File: src/rtl/audio_stream_pkg.sv
// Shared types and defaults for the flash-to-codec sample streaming path.
package audio_stream_pkg;

   typedef enum logic [2:0] {
      IDLE      = 3'd0,
      ISSUE     = 3'd1,
      WAIT_DATA = 3'd2,
      PUSH_LO   = 3'd3,
      PUSH_HI   = 3'd4
   } state_e;

   localparam logic [22:0] LAST_ADDR_DEFAULT = 23'h0F_FFFF;
   localparam int          ATTEN_DIV_DEFAULT = 64;

   // Signed divide truncating toward zero, so -1/64 gives 0 rather than -1.
   function automatic logic [15:0] attenuate(input logic signed [15:0] s, input int div);
      int q;
      q = int'(s) / div;
      return q[15:0];
   endfunction

endpackage

File: src/rtl/flash_sample_prefetch_if.sv
// Avalon-MM flash read bus plus the sample stream towards the codec writer.
interface flash_sample_prefetch_if;
   logic               flash_mem_read;
   logic [22:0]        flash_mem_address;
   logic [3:0]         flash_mem_byteenable;
   logic               flash_mem_waitrequest;
   logic [31:0]        flash_mem_readdata;
   logic               flash_mem_readdatavalid;
   logic signed [15:0] sample_data;
   logic               sample_valid;
   logic               sample_ready;

   modport master (
      output flash_mem_read, flash_mem_address, flash_mem_byteenable, sample_data, sample_valid,
      input  flash_mem_waitrequest, flash_mem_readdata, flash_mem_readdatavalid, sample_ready
   );

   modport slave (
      input  flash_mem_read, flash_mem_address, flash_mem_byteenable, sample_data, sample_valid,
      output flash_mem_waitrequest, flash_mem_readdata, flash_mem_readdatavalid, sample_ready
   );
endinterface

File: src/rtl/sample_fifo.sv
// Single-clock sample FIFO; head is read straight from the storage registers.
module sample_fifo #(
   parameter int DEPTH = 8,
   parameter int W     = 16
) (
   input  logic                     clk,
   input  logic                     rst,
   input  logic                     push_i,
   input  logic [W-1:0]             push_data_i,
   input  logic                     pop_i,
   output logic [W-1:0]             head_o,
   output logic                     full_o,
   output logic                     empty_o,
   output logic [$clog2(DEPTH):0]   level_o
);
   localparam int             AW       = $clog2(DEPTH);
   localparam logic [AW:0]    FULL_LVL = (AW+1)'(DEPTH);

   logic [W-1:0]  mem_q [DEPTH];
   logic [AW-1:0] wr_ptr_q, rd_ptr_q;
   logic [AW:0]   level_q;
   logic          do_push, do_pop;

   assign full_o  = (level_q == FULL_LVL);
   assign empty_o = (level_q == '0);
   assign level_o = level_q;
   assign do_push = push_i && !full_o;
   assign do_pop  = pop_i && !empty_o;
   assign head_o  = empty_o ? '0 : mem_q[rd_ptr_q];

   always_ff @(posedge clk) begin
      if (do_push) mem_q[wr_ptr_q] <= push_data_i;
   end

   // Pointers wrap naturally because DEPTH is a power of two.
   always_ff @(posedge clk) begin
      if (rst) begin
         wr_ptr_q <= '0;
         rd_ptr_q <= '0;
         level_q  <= '0;
      end else begin
         if (do_push) wr_ptr_q <= wr_ptr_q + 1'b1;
         if (do_pop)  rd_ptr_q <= rd_ptr_q + 1'b1;
         case ({do_push, do_pop})
            2'b10:   level_q <= level_q + 1'b1;
            2'b01:   level_q <= level_q - 1'b1;
            default: level_q <= level_q;
         endcase
      end
   end
endmodule

File: src/rtl/flash_sample_prefetch.sv
// Streams 32-bit flash words as two attenuated 16-bit samples into a FIFO.
module flash_sample_prefetch
   import audio_stream_pkg::*;
#(
   parameter int          FIFO_DEPTH = 8,
   parameter logic [22:0] LAST_ADDR  = LAST_ADDR_DEFAULT,
   parameter int          ATTEN_DIV  = ATTEN_DIV_DEFAULT
) (
   input  logic                            CLOCK_50,
   input  logic                            reset,
   input  logic                            enable,
   flash_sample_prefetch_if.master         bus,
   output logic [$clog2(FIFO_DEPTH):0]     fifo_level,
   output logic                            wrap_pulse
);
   localparam int LW = $clog2(FIFO_DEPTH) + 1;

   state_e        state_q, state_d;
   logic [22:0]   addr_q, addr_d;
   logic [31:0]   word_q;
   logic [LW-1:0] level;
   logic [15:0]   push_data, head;
   logic          push, pop, fifo_full, fifo_empty, room2, at_last;

   // A PUSH_HI write lands this cycle, so count it as already occupying a slot.
   assign room2   = (int'(level) + ((state_q == PUSH_HI) ? 1 : 0)) <= FIFO_DEPTH - 2;
   assign at_last = (addr_q == LAST_ADDR);

   always_comb begin
      state_d = state_q;
      addr_d  = addr_q;
      unique case (state_q)
         IDLE:      if (enable && room2) state_d = ISSUE;
         ISSUE:     if (!bus.flash_mem_waitrequest) state_d = WAIT_DATA;
         WAIT_DATA: if (bus.flash_mem_readdatavalid) state_d = PUSH_LO;
         PUSH_LO:   state_d = PUSH_HI;
         PUSH_HI: begin
            addr_d  = at_last ? '0 : addr_q + 1'b1;
            state_d = (enable && room2) ? ISSUE : IDLE;
         end
         default:   state_d = IDLE;
      endcase
   end

   always_ff @(posedge CLOCK_50) begin
      if (reset) begin
         state_q <= IDLE;
         addr_q  <= '0;
         word_q  <= '0;
      end else begin
         state_q <= state_d;
         addr_q  <= addr_d;
         if (state_q == WAIT_DATA && bus.flash_mem_readdatavalid)
            word_q <= bus.flash_mem_readdata;
      end
   end

   assign push      = ((state_q == PUSH_LO) || (state_q == PUSH_HI)) && !fifo_full;
   assign push_data = attenuate((state_q == PUSH_HI) ? word_q[31:16] : word_q[15:0], ATTEN_DIV);
   assign pop       = bus.sample_valid && bus.sample_ready;

   sample_fifo #(.DEPTH(FIFO_DEPTH), .W(16)) u_fifo (
      .clk         (CLOCK_50),
      .rst         (reset),
      .push_i      (push),
      .push_data_i (push_data),
      .pop_i       (pop),
      .head_o      (head),
      .full_o      (fifo_full),
      .empty_o     (fifo_empty),
      .level_o     (level)
   );

   assign bus.flash_mem_read       = (state_q == ISSUE);
   assign bus.flash_mem_address    = addr_q;
   assign bus.flash_mem_byteenable = 4'b1111;
   assign bus.sample_valid         = !fifo_empty;
   assign bus.sample_data          = head;
   assign fifo_level               = level;
   assign wrap_pulse               = (state_q == PUSH_HI) && at_last;
endmodule

File: src/flat_wrapper.sv
// flat-port wrapper written by rule: the top's interface ports become plain ports
module flash_sample_prefetch_flat import audio_stream_pkg::*;
#(
   parameter int          FIFO_DEPTH = 8,
   parameter logic [22:0] LAST_ADDR  = LAST_ADDR_DEFAULT,
   parameter int          ATTEN_DIV  = ATTEN_DIV_DEFAULT
)
  (CLOCK_50, reset, enable, fifo_level, wrap_pulse, bus_flash_mem_read, bus_flash_mem_address, bus_flash_mem_byteenable, bus_sample_data, bus_sample_valid, bus_flash_mem_waitrequest, bus_flash_mem_readdata, bus_flash_mem_readdatavalid, bus_sample_ready);
  flash_sample_prefetch_if bus_i ();
  input  logic CLOCK_50;
  input  logic reset;
  input  logic enable;
  output logic [$clog2(FIFO_DEPTH):0] fifo_level;
  output logic wrap_pulse;
  output wire logic [$bits(bus_i.flash_mem_read)-1:0] bus_flash_mem_read;
  output wire logic [$bits(bus_i.flash_mem_address)-1:0] bus_flash_mem_address;
  output wire logic [$bits(bus_i.flash_mem_byteenable)-1:0] bus_flash_mem_byteenable;
  output wire logic [$bits(bus_i.sample_data)-1:0] bus_sample_data;
  output wire logic [$bits(bus_i.sample_valid)-1:0] bus_sample_valid;
  input wire logic [$bits(bus_i.flash_mem_waitrequest)-1:0] bus_flash_mem_waitrequest;
  input wire logic [$bits(bus_i.flash_mem_readdata)-1:0] bus_flash_mem_readdata;
  input wire logic [$bits(bus_i.flash_mem_readdatavalid)-1:0] bus_flash_mem_readdatavalid;
  input wire logic [$bits(bus_i.sample_ready)-1:0] bus_sample_ready;
  assign bus_flash_mem_read = bus_i.flash_mem_read;
  assign bus_flash_mem_address = bus_i.flash_mem_address;
  assign bus_flash_mem_byteenable = bus_i.flash_mem_byteenable;
  assign bus_sample_data = bus_i.sample_data;
  assign bus_sample_valid = bus_i.sample_valid;
  assign bus_i.flash_mem_waitrequest = bus_flash_mem_waitrequest;
  assign bus_i.flash_mem_readdata = bus_flash_mem_readdata;
  assign bus_i.flash_mem_readdatavalid = bus_flash_mem_readdatavalid;
  assign bus_i.sample_ready = bus_sample_ready;
  flash_sample_prefetch #(.FIFO_DEPTH(FIFO_DEPTH), .LAST_ADDR(LAST_ADDR), .ATTEN_DIV(ATTEN_DIV)) u_core (.CLOCK_50(CLOCK_50), .reset(reset), .enable(enable), .bus(bus_i), .fifo_level(fifo_level), .wrap_pulse(wrap_pulse));
endmodule
File: config.mk
export PLATFORM = sky130hd
export DESIGN_NAME = flash_sample_prefetch_flat
export DESIGN_NICKNAME = d
export VERILOG_FILES = /design/src/rtl/audio_stream_pkg.sv /design/src/rtl/flash_sample_prefetch_if.sv /design/src/rtl/sample_fifo.sv /design/src/rtl/flash_sample_prefetch.sv /design/src/flat_wrapper.sv
export SDC_FILE = /design/constraint.sdc
export NUM_CORES = 1
export LEC_CHECK = 0
export ABC_AREA = 1
export CORE_MARGIN = 5
export CORE_UTILIZATION = 35
export CTS_CLUSTER_SIZE = 20
export DETAILED_ROUTE_END_ITERATION = 12
export GPL_TIMING_DRIVEN = 1
export PLACE_DENSITY = 0.6
export SYNTH_ARGS = -nofsm -noshare
export SYNTH_HDL_FRONTEND = slang
export SYNTH_SLANG_ARGS = --single-unit
File: constraint.sdc
create_clock -name CLOCK_50 -period 3.7 [get_ports CLOCK_50]
set_input_delay 0.37 -clock CLOCK_50 [delete_from_list [all_inputs] [get_ports CLOCK_50]]
set_output_delay 0.37 -clock CLOCK_50 [all_outputs]
set_load 0.05 [all_outputs]
[Word-level counts from Yosys, hierarchy flattened]
Memories as Yosys holds them, arrays and structs flattened. A register that Yosys moved wholly into a read port is not among the register bits.
Index checks and enable logic that the tools add are counted.
Operators by class
  add/subtract/negate cells: 7
  magnitude comparators: 1
  equality and inequality tests: 11
  muxes and demuxes: 14
  bitwise logic cells: 1
  reduce and logical (&&, ||, !) cells: 15
Operator list (count)
  $add 5x32->32: 1
  $le 32x4->1 const B: 1
  $mux 16: 2
  $add 23x1->23 const B: 1
  $eq 23x20->1 const B: 1
  $mux 23: 1
  $add 16x1->16: 1
  $mux 3: 5
  $pmux 3 s5: 1
  $pmux 4 s2: 1
  $logic_and 1x1->1: 7
  $add 3x1->3 const B: 2
  $eq 3x2->1 const B: 2
  $reduce_or 6->1: 1
  $add 4x1->4 const B: 1
  $eq 4x4->1 const B: 1
  $logic_not 4->1: 1
  $mux 1: 4
  $ne 2x2->1 const B: 2
  $sub 4x1->4 const B: 1
  $eq 3x1->1 const B: 1
  $eq 3x3->1 const B: 1
  $logic_not 3->1: 1
  $reduce_and 3->1: 1
  7 further kinds: 8
Word-level totals
  register bits: 68
  memory bits (writable): 128
  input port bits: 38
  memories kept: 1
Memories
  u_core.u_fifo.mem_q: words 8, width 16, rd ports 1, clocked after Yosys merged registers in 1, write ports 1, RTL line sample_fifo.sv:19  | logic [W-1:0] mem_q [DEPTH];

[Logic depth before layout (Yosys ltp)]
Gate-level depths: netlist (run 1).
  depth after elaboration: 7
  mapped depth: 15

[Cells and area by module]
From an unflattened synthesis (run 1), not the netlist that was laid out.
Unflattened totals
  cell total of the unflattened synthesis: 927
  area total of the unflattened synthesis: 8744.6 um^2
Modules (own cells, without submodules)
  sample_fifo: instances 1, cells an instance 475, area each 5715.5 um^2
  flash_sample_prefetch: instances 1, cells an instance 452, area each 3029.2 um^2

[Least setup slack after synthesis (run 1)]
Ideal clock, no wire load.
  path kind: reg2out
  from: reg u_core.u_fifo.level_q[2], in the netlist u_core.u_fifo.level_o[2]
  to: out bus_sample_data[10]
  data arrival time: 2.673 ns
  slack: 0.657 ns
  stages on the path, launching flop included: 6
  cells stage by stage: dfxtp_1 > inv_1 > nand3_1 > clkbuf_1 > o21ai_0 > a31oi_1
Between the ends
  word-level cells in the longest chain between the ends: 2
RTL lines
  from (decl): RTL line sample_fifo.sv:21  | logic [AW:0] level_q;
  from (signal assigned): RTL line sample_fifo.sv:45  | 2'b10: level_q <= level_q + 1'b1;
  from (signal assigned): RTL line sample_fifo.sv:46  | 2'b01: level_q <= level_q - 1'b1;
  from (signal assigned): RTL line sample_fifo.sv:47  | default: level_q <= level_q;
  $logic_not 4->1: RTL line sample_fifo.sv:25  | assign empty_o = (level_q == '0);
  $mux 16: RTL line sample_fifo.sv:29  | assign head_o = empty_o ? '0 : mem_q[rd_ptr_q];
  to (decl): RTL line flat_wrapper.sv:18  | output wire logic [$bits(bus_i.sample_data)-1:0] bus_sample_data;
No other way between the ends.

[Worst setup path after layout (run 1)]
  from: reg u_core.u_fifo.level_q[0], in the netlist u_core.u_fifo.level_o[0]
  to: out bus_sample_data[3]
Same word-level chain as after synthesis.

==> results of run 1 <==
## kinds of logic (layout without fill, tap and decap cells)
kind of cell    count (synthesis)  count (layout)  synth area share [%]
other cells                     1               4                0.0439
flops                         199             199                  61.7
simple gates                  320             320                  15.6
buf+inv                       126             220                  5.86
compound gates                220             220                  13.6
fa+ha+maj                      11              11                  1.70
xor+xnor                       14              14                  1.44
## power groups by stage
stage	sequential (mW)	combinational, mW	clock (mW)
after global routing	2.60	2.44	1.90
final	2.59	2.23	1.76
after CTS	2.59	2.24	1.81
after detailed placement	2.64	2.24	0
after floorplan	2.65	1.51	0
after global placement	2.63	2.22	0
## layer usage
layer	wire length, microns	track usage (%)
met5	0	0
met4	214	4.02
met3	967	3.14
met2	8880	22.3
met1	9620	19.9
## area by class of cell
| type | instances | area share, % |
|---|---|---|
| sequential | 199 | 51.1 |
| multi-input combinational | 569 | 27.0 |
| timing repair buffer | 104 | 9.38 |
| clock buffer | 18 | 4.17 |
| tap | 324 | 3.94 |
| inverter | 84 | 3.06 |
| clock inverter | 14 | 1.28 |
## worst paths after layout
| path | startpoint | end | depth (start not counted) |
|---|---|---|---|
| worst max-delay path | u_core.u_fifo.level_o[0]$_SDFFE_PP0P_ | bus_sample_data[3] | 6 |
| worst min-delay path | u_core.word_q[31]$_SDFFE_PP0P_ | u_core.word_q[31]$_SDFFE_PP0P_ | 2 |
| worst max register to register | u_core.state_q[1]$_SDFFE_PP0P_ | u_core.u_fifo.mem_q[5][8]$_DFFE_PP_ | 10 |
| worst min register to register | u_core.word_q[31]$_SDFFE_PP0P_ | u_core.word_q[31]$_SDFFE_PP0P_ | 2 |
## critical path: stages (launching register included)
cell                              delay [ns]
sky130_fd_sc_hd__dfxtp_1                0.45
sky130_fd_sc_hd__nor2_1                 0.10
sky130_fd_sc_hd__nand3_1                0.46
sky130_fd_sc_hd__buf_4                  0.27
sky130_fd_sc_hd__o21ai_0                0.09
sky130_fd_sc_hd__a31oi_1                0.27
sky130_fd_sc_hd__clkdlybuf4s50_1        0.86
## flip-flops by register name, summed over array words and instances (netlist names), named ones only
register	cells
u_core.u_fifo.mem_q	128
u_core.state_q	3
u_core.u_fifo.level_o	4
u_core.bus.flash_mem_address	23
u_core.u_fifo.wr_ptr_q	3
u_core.u_fifo.rd_ptr_q	3
u_core.word_q	32
## stage by stage
stage          power (mW)  hold slack (ns)  std cells
2_1_floorplan        4.16            0.420        894
3_3_place_gp         4.86            0.434       1280
3_5_place_dp         4.87            0.436       1280
4_1_cts              6.63            0.447       1312
5_1_grt              6.95            0.468       1312
6_report             6.58            0.442       1312
## synth_stat cells (6+ instances only)
cell	instances
sky130_fd_sc_hd__nor2_1	166
sky130_fd_sc_hd__edfxtp_1	128
sky130_fd_sc_hd__o21ai_0	122
sky130_fd_sc_hd__nand2_1	102
sky130_fd_sc_hd__inv_1	83
sky130_fd_sc_hd__dfxtp_1	71
sky130_fd_sc_hd__a21oi_1	50
sky130_fd_sc_hd__clkbuf_1	29
sky130_fd_sc_hd__nand3_1	17
sky130_fd_sc_hd__o22ai_1	17
sky130_fd_sc_hd__a31oi_1	16
sky130_fd_sc_hd__ha_1	10
sky130_fd_sc_hd__nand4_1	10
sky130_fd_sc_hd__xor2_1	9
sky130_fd_sc_hd__o21ai_1	8
sky130_fd_sc_hd__nor3_1	6
## cells in the final DEF, fill, tap and decap left out, drive strengths merged, types with 4 or more instances in the layout
cell type and instances:
a21oi 50, a31oi 16, buf 30, clkbuf 18, clkdlybuf4s50 74, conb 4, dfxtp 71, edfxtp 128
ha 10, inv 94, nand2 103, nand3 18, nand3b 4, nand4 10, nor2 169, nor3 9
o21ai 133, o22ai 17, xnor2 5, xor2 9
==> qor.txt, run 1 <==
======================================================================================
Slew Limit Headroom                                                              43.4%
Die height                                                                 166 microns
FF+latch area                                                               5270 sq um
Effective utilization at floorplan                                               35.3%
Post-Syn Area                                                               8530 sq um
Remaining antenna violation count after routing                                      0
Share of Yosys cell area claimed by the top area cell type                       45.0%
Type of element launching the critical path                                   register
DP Area                                                                     9740 sq um
CTS Buf Count                                                                       17
Row cnt                                                                             57
Detailed-route wire length per cell                                       15.0 microns
Worst min-delay path class                                                register to register
Number of setup violations in the final report                                       0
Longest Clk Path Bufs                                                                2
First-pass GRT wire length                                                     31.5 mm
Setup repair after global routing missed its margin                                 no
Layout Cell Area excl Fill                                                 10300 sq um
Highest ir drop seen on vdd                                                     450 uV
Util after Layout                                                                42.6%
Antenna violations before repair                                                     0
Outcome                                                                   finished clean
Most used flip-flop cell after synthesis                                  sky130_fd_sc_hd__edfxtp_1
CTS tree                                                                           yes
Clock slew at the register clock pins of the worst setup and hold paths        0.07 ns
Worst Skew                                                                   0.0139 ns
Share of final-layout standard cells stronger than drive strength 1              7.59%
Hold Violations, Final                                                               0
Mean cell area of the mapped netlist                                        9.58 sq um
Clk network pwr share                                                            26.8%
Area delta synth->final                                                          20.7%
Horizontal die dimension                                                   166 microns
Maximum number of pins on one net before global-route repair                        56
Clock Sinks                                                                        199
Total track usage                                                                14.2%
Number of ports placed on the die boundary                                          88
Cell types with the largest area share after synthesis                    sky130_fd_sc_hd__edfxtp_1 45%, sky130_fd_sc_hd__dfxtp_1 17%, sky130_fd_sc_hd__nor2_1 7.3%, sky130_fd_sc_hd__o21ai_0 7.2%, sky130_fd_sc_hd__nand2_1 4.5%
Async set-reset flop share out of synthesis                                         0%
CP required                                                                    3.33 ns
HPWL after detailed placement                                                  12.8 mm
Die area                                                                   27600 sq um
WP data arrival                                                                2.93 ns
Smallest setup slack after layout                                             0.396 ns
Flop and latch count out of synthesis                                              199
Fmax achieved                                                                0.303 GHz
Post-synth top area cell                                                  sky130_fd_sc_hd__edfxtp_1
Capturing element type of the critical path                                output port
Post-detailed-routing wire length                                              19.7 mm
Proportion of synthesized chip area in sequential cells                          61.7%
DRC marker count from the first detailed-route iteration                           519
Count of flip-flops with a built-in enable after synthesis                         128
Switching pwr                                                                  2.50 mW
Aggregate negative setup slack                                                    0 ns
Final Net Count                                                                   1024
Total leakage power                                                            3.67 nW
Slew at the pin closest to its max-slew limit                                 0.848 ns
Number of antenna repair diodes                                                      0
Placer Congestion                                                                0.797
Cell at the root of the clock tree                                        sky130_fd_sc_hd__clkbuf_16
Number of pins with negative max-slew slack in the final report                      0
Clk_lat worst skew                                                             0.43 ns
Number of warning messages in the yosys log                                          0
First-pass DRT Iterations                                                            5
Sequential share of power                                                        39.3%
Reg2Reg Setup Slack                                                            0.74 ns
Final-layout fill cell count                                                      2362
Number of distinct library cells after synthesis                                    36
Per-cell via count in the routed design                                           4.76
Combinational share of power                                                     33.8%
Remaining global-route overflow                                                      0
Cells resized by post-CTS repair                                                     0
Post-CTS Hold Fix Bufs                                                               0
Crit Path Category                                                        register to output port
Max-capacitance violation count                                                      0
Port-buffer cells                                                                   83
Switching power as a share of total power                                        38.0%
Level count of the clock H-tree                                                      4
Synth Instances                                                                    891
Post-placement worst setup slack                                              0.696 ns
Critical path fanouts, max                                                          11
CORE AREA                                                                  24200 sq um
Vias                                                                              6250
Post-route fraction of the period consumed by the critical path                  89.3%
Multi-input combinational cell area                                         2780 sq um
Final critical-path required period                                            3.30 ns
Setup fix buffers added after clock tree synthesis                                   0
PwrDens                                                                    639 nW/um^2
Internal power component                                                       4.08 mW
Number of DRC violations after detailed routing                                      0
Via count of the first global-routing pass                                        5948
======================================================================================
Power figures use the tool's default switching activity.
==> inputs of run 2 (changes only) <==
--- a/config.mk
+++ b/config.mk
@@ -6,9 +6,10 @@
 export NUM_CORES = 1
 export LEC_CHECK = 0
 export ABC_AREA = 1
+export CORE_ASPECT_RATIO = 1.75
 export CORE_MARGIN = 5
 export CORE_UTILIZATION = 35
-export CTS_CLUSTER_SIZE = 20
+export CTS_CLUSTER_SIZE = 30
 export DETAILED_ROUTE_END_ITERATION = 12
 export GPL_TIMING_DRIVEN = 1
 export PLACE_DENSITY = 0.6
==> run 2 against run 1 <==
Routed wire length up 7.6%. Flip-flop and latch count unchanged. Register-to-register slack about the same. Setup slack got worse by 0.017 ns. Critical path depth unchanged. Clock power up 6%. Sequential share of layout area down 0.41 points. Global-route usage rose by 1.3 points. Clock skew shrank 0.0023 ns. Highest routed layer unchanged. Clock-buffer cell count unchanged. Sequential power rose by 2%. Die area is 0.45% higher.
==> qor.txt, run 2 (same netlist as run 1, synthesis figures left out) <==
======================================================================================
Combinational share of power                                                     33.3%   -0.5 points
Via count of the first global-routing pass                                        6276   +5.5%
Switching power as a share of total power                                        36.9%   -1.1 points
CTS tree                                                                           yes
Number of flip-flops in the largest register                                       128   unchanged
Number of ports placed on the die boundary                                          88   unchanged
Die height                                                                 217 microns   +30%
Util after Layout                                                                43.2%   +0.62 points
PwrDens                                                                    652 nW/um^2   +2.0%
Number of setup violations in the final report                                       0   unchanged
Detailed-route wire length per cell                                       16.3 microns   +8.5%
Max-capacitance violation count                                                      0   unchanged
Hold Violations, Final                                                               0   unchanged
Post-detailed-routing wire length                                              21.2 mm   +7.6%
Remaining global-route overflow                                                      0   unchanged
Final instance count without filler cells                                         1300   -0.91%
Number of pins with negative max-slew slack in the final report                      0   unchanged
First-pass GRT wire length                                                     33.2 mm   +5.4%
Type of element launching the critical path                                   register
Capturing element type of the critical path                                output port
Clk_lat worst skew                                                             0.44 ns   about the same
Longest Clk Path Bufs                                                                2   unchanged
Aggregate negative setup slack                                                    0 ns   unchanged
Level count of the clock H-tree                                                      4   unchanged
First-pass DRT Iterations                                                            7   +2
Per-cell via count in the routed design                                           4.95   +4.0%
CORE AREA                                                                  24000 sq um   -0.64%
Worst min-delay path class                                                register to register
Critical path fanouts, max                                                          11   unchanged
Placer Congestion                                                                0.833   +4.5%
Slew Limit Headroom                                                              50.6%   +7.2 points
Maximum number of pins on one net before global-route repair                        45   -20%
Internal power component                                                       4.27 mW   +4.6%
Total leakage power                                                            3.70 nW   +1.0%
Horizontal die dimension                                                   128 microns   -23%
Outcome                                                                   finished clean
Post-CTS Hold Fix Bufs                                                               0   unchanged
DRC marker count from the first detailed-route iteration                           408   -21%
WP data arrival                                                                2.95 ns   +0.02 ns
Port-buffer cells                                                                   83   unchanged
Worst Skew                                                                   0.0116 ns   -0.00225 ns
Remaining antenna violation count after routing                                      0   unchanged
Row cnt                                                                             75   +32%
Cell at the root of the clock tree                                        sky130_fd_sc_hd__clkbuf_16
HPWL after detailed placement                                                  14.5 mm   +14%
Final Net Count                                                                   1028   +0.39%
Setup repair after global routing missed its margin                                 no
CP required                                                                    3.33 ns   about the same
Post-route fraction of the period consumed by the critical path                  89.8%   +0.47 points
Top register by number of flip-flops                                      u_core.u_fifo.mem_q
Crit Path Category                                                        register to output port
Fmax achieved                                                                0.301 GHz   -0.52%
CTS Buf Count                                                                       17   unchanged
Number of antenna repair diodes                                                      0   unchanged
Effective utilization at floorplan                                               35.5%   +0.23 points
Clock slew at the register clock pins of the worst setup and hold paths        0.07 ns   about the same
Cells resized by post-CTS repair                                                     0   unchanged
Final-layout fill cell count                                                      2314   -2.0%
Highest ir drop seen on vdd                                                     281 uV   -38%
Switching pwr                                                                  2.49 mW   -0.16%
Number of instances in the placed design                                          1268   -0.94%
Area delta synth->final                                                          21.6%
Total track usage                                                                15.5%   +1.3 points
Vias                                                                              6439   +3.0%
Clk network pwr share                                                            27.5%   +0.7 points
Most frequent standard cell in the layout excluding fill and tap cells    sky130_fd_sc_hd__nor2_1
Die area                                                                   27700 sq um   +0.45%
Setup fix buffers added after clock tree synthesis                                   0   unchanged
Sequential share of power                                                        39.2%   about the same
Antenna violations before repair                                                     0   unchanged
Share of final-layout standard cells stronger than drive strength 1              7.46%   -0.13 points
Top library cells by usage in the layout, fill and taps aside             166 x sky130_fd_sc_hd__nor2_1, 128 x sky130_fd_sc_hd__edfxtp_1, 122 x sky130_fd_sc_hd__o21ai_0
Number of DRC violations after detailed routing                                      0   unchanged
Final critical-path required period                                            3.32 ns   +0.0174 ns
Slew at the pin closest to its max-slew limit                                 0.740 ns   -0.108 ns
Clock Sinks                                                                        199   unchanged
======================================================================================
run 2: cell types whose count changed in the layout (fill, tap and decap cells not counted), sizes merged:
cell,before,now
inv,94,90
clkdlybuf4s50,74,80
bufinv,0,2
buf,30,28
clkinv,3,5
run 2: layout make-up:
cell class | instances | area (sq um) | area share (%)
repair buffers | 108 | 1040 | 9.98
clock buffers | 18 | 429 | 4.13
clock inverters | 14 | 164 | 1.58
flip-flops and latches | 199 | 5270 | 50.7
inverters | 84 | 315 | 3.04
well taps | 308 | 385 | 3.71
multi-input cells | 569 | 2780 | 26.8
run 2: critical path, cell delays in order, from the launching register on:
cell and delay, ns:
sky130_fd_sc_hd__dfxtp_1 0.47, sky130_fd_sc_hd__inv_1 0.13, sky130_fd_sc_hd__nand3_1 0.43, sky130_fd_sc_hd__buf_4 0.30, sky130_fd_sc_hd__o21ai_0 0.11, sky130_fd_sc_hd__a31oi_1 0.23, sky130_fd_sc_hd__clkdlybuf4s50_1 0.84
run 2: worst paths after layout:
check                                        start                             endpoint  slack [ns]  cells past startpoint
max reg2reg         u_core.state_q[1]$_SDFFE_PP0P_  u_core.u_fifo.mem_q[0][8]$_DFFE_PP_        0.74                     11
min                 u_core.word_q[31]$_SDFFE_PP0P_       u_core.word_q[31]$_SDFFE_PP0P_        0.44                      2
min reg2reg         u_core.word_q[31]$_SDFFE_PP0P_       u_core.word_q[31]$_SDFFE_PP0P_        0.44                      2
max          u_core.u_fifo.level_o[2]$_SDFFE_PP0P_                   bus_sample_data[6]        0.38                      6
run 2: metrics by stage:
step                hold WS, ns  area, sq um  power (mW)  worst slack, ns
floorplan                 0.420         8540        4.16            0.657
global placement          0.431         9790        4.94            0.820
detailed placement        0.432         9790        4.97            0.750
CTS                       0.443        10400        6.83            0.320
global route              0.461        10400        7.12            0.238
finish                    0.442        10400        6.76            0.378
run 2: routing by layer:
layer  global-route usage [%]  vias up  wire length [microns]
li1                         -     3215                      -
met1                     16.9     3035                   8260
met2                     28.6      152                  11600
met3                     3.42       37                    822
met4                     5.98        0                    526
met5                        0        -                      0
run 2: power groups by stage:
stage | Combinational, mW | Clock, mW | Sequential [mW]
6_report | 2.25 | 1.86 | 2.65
4_1_cts | 2.27 | 1.91 | 2.65
3_5_place_dp | 2.27 | 0 | 2.70
5_1_grt | 2.46 | 1.99 | 2.67
2_1_floorplan | 1.51 | 0 | 2.65
3_3_place_gp | 2.24 | 0 | 2.70
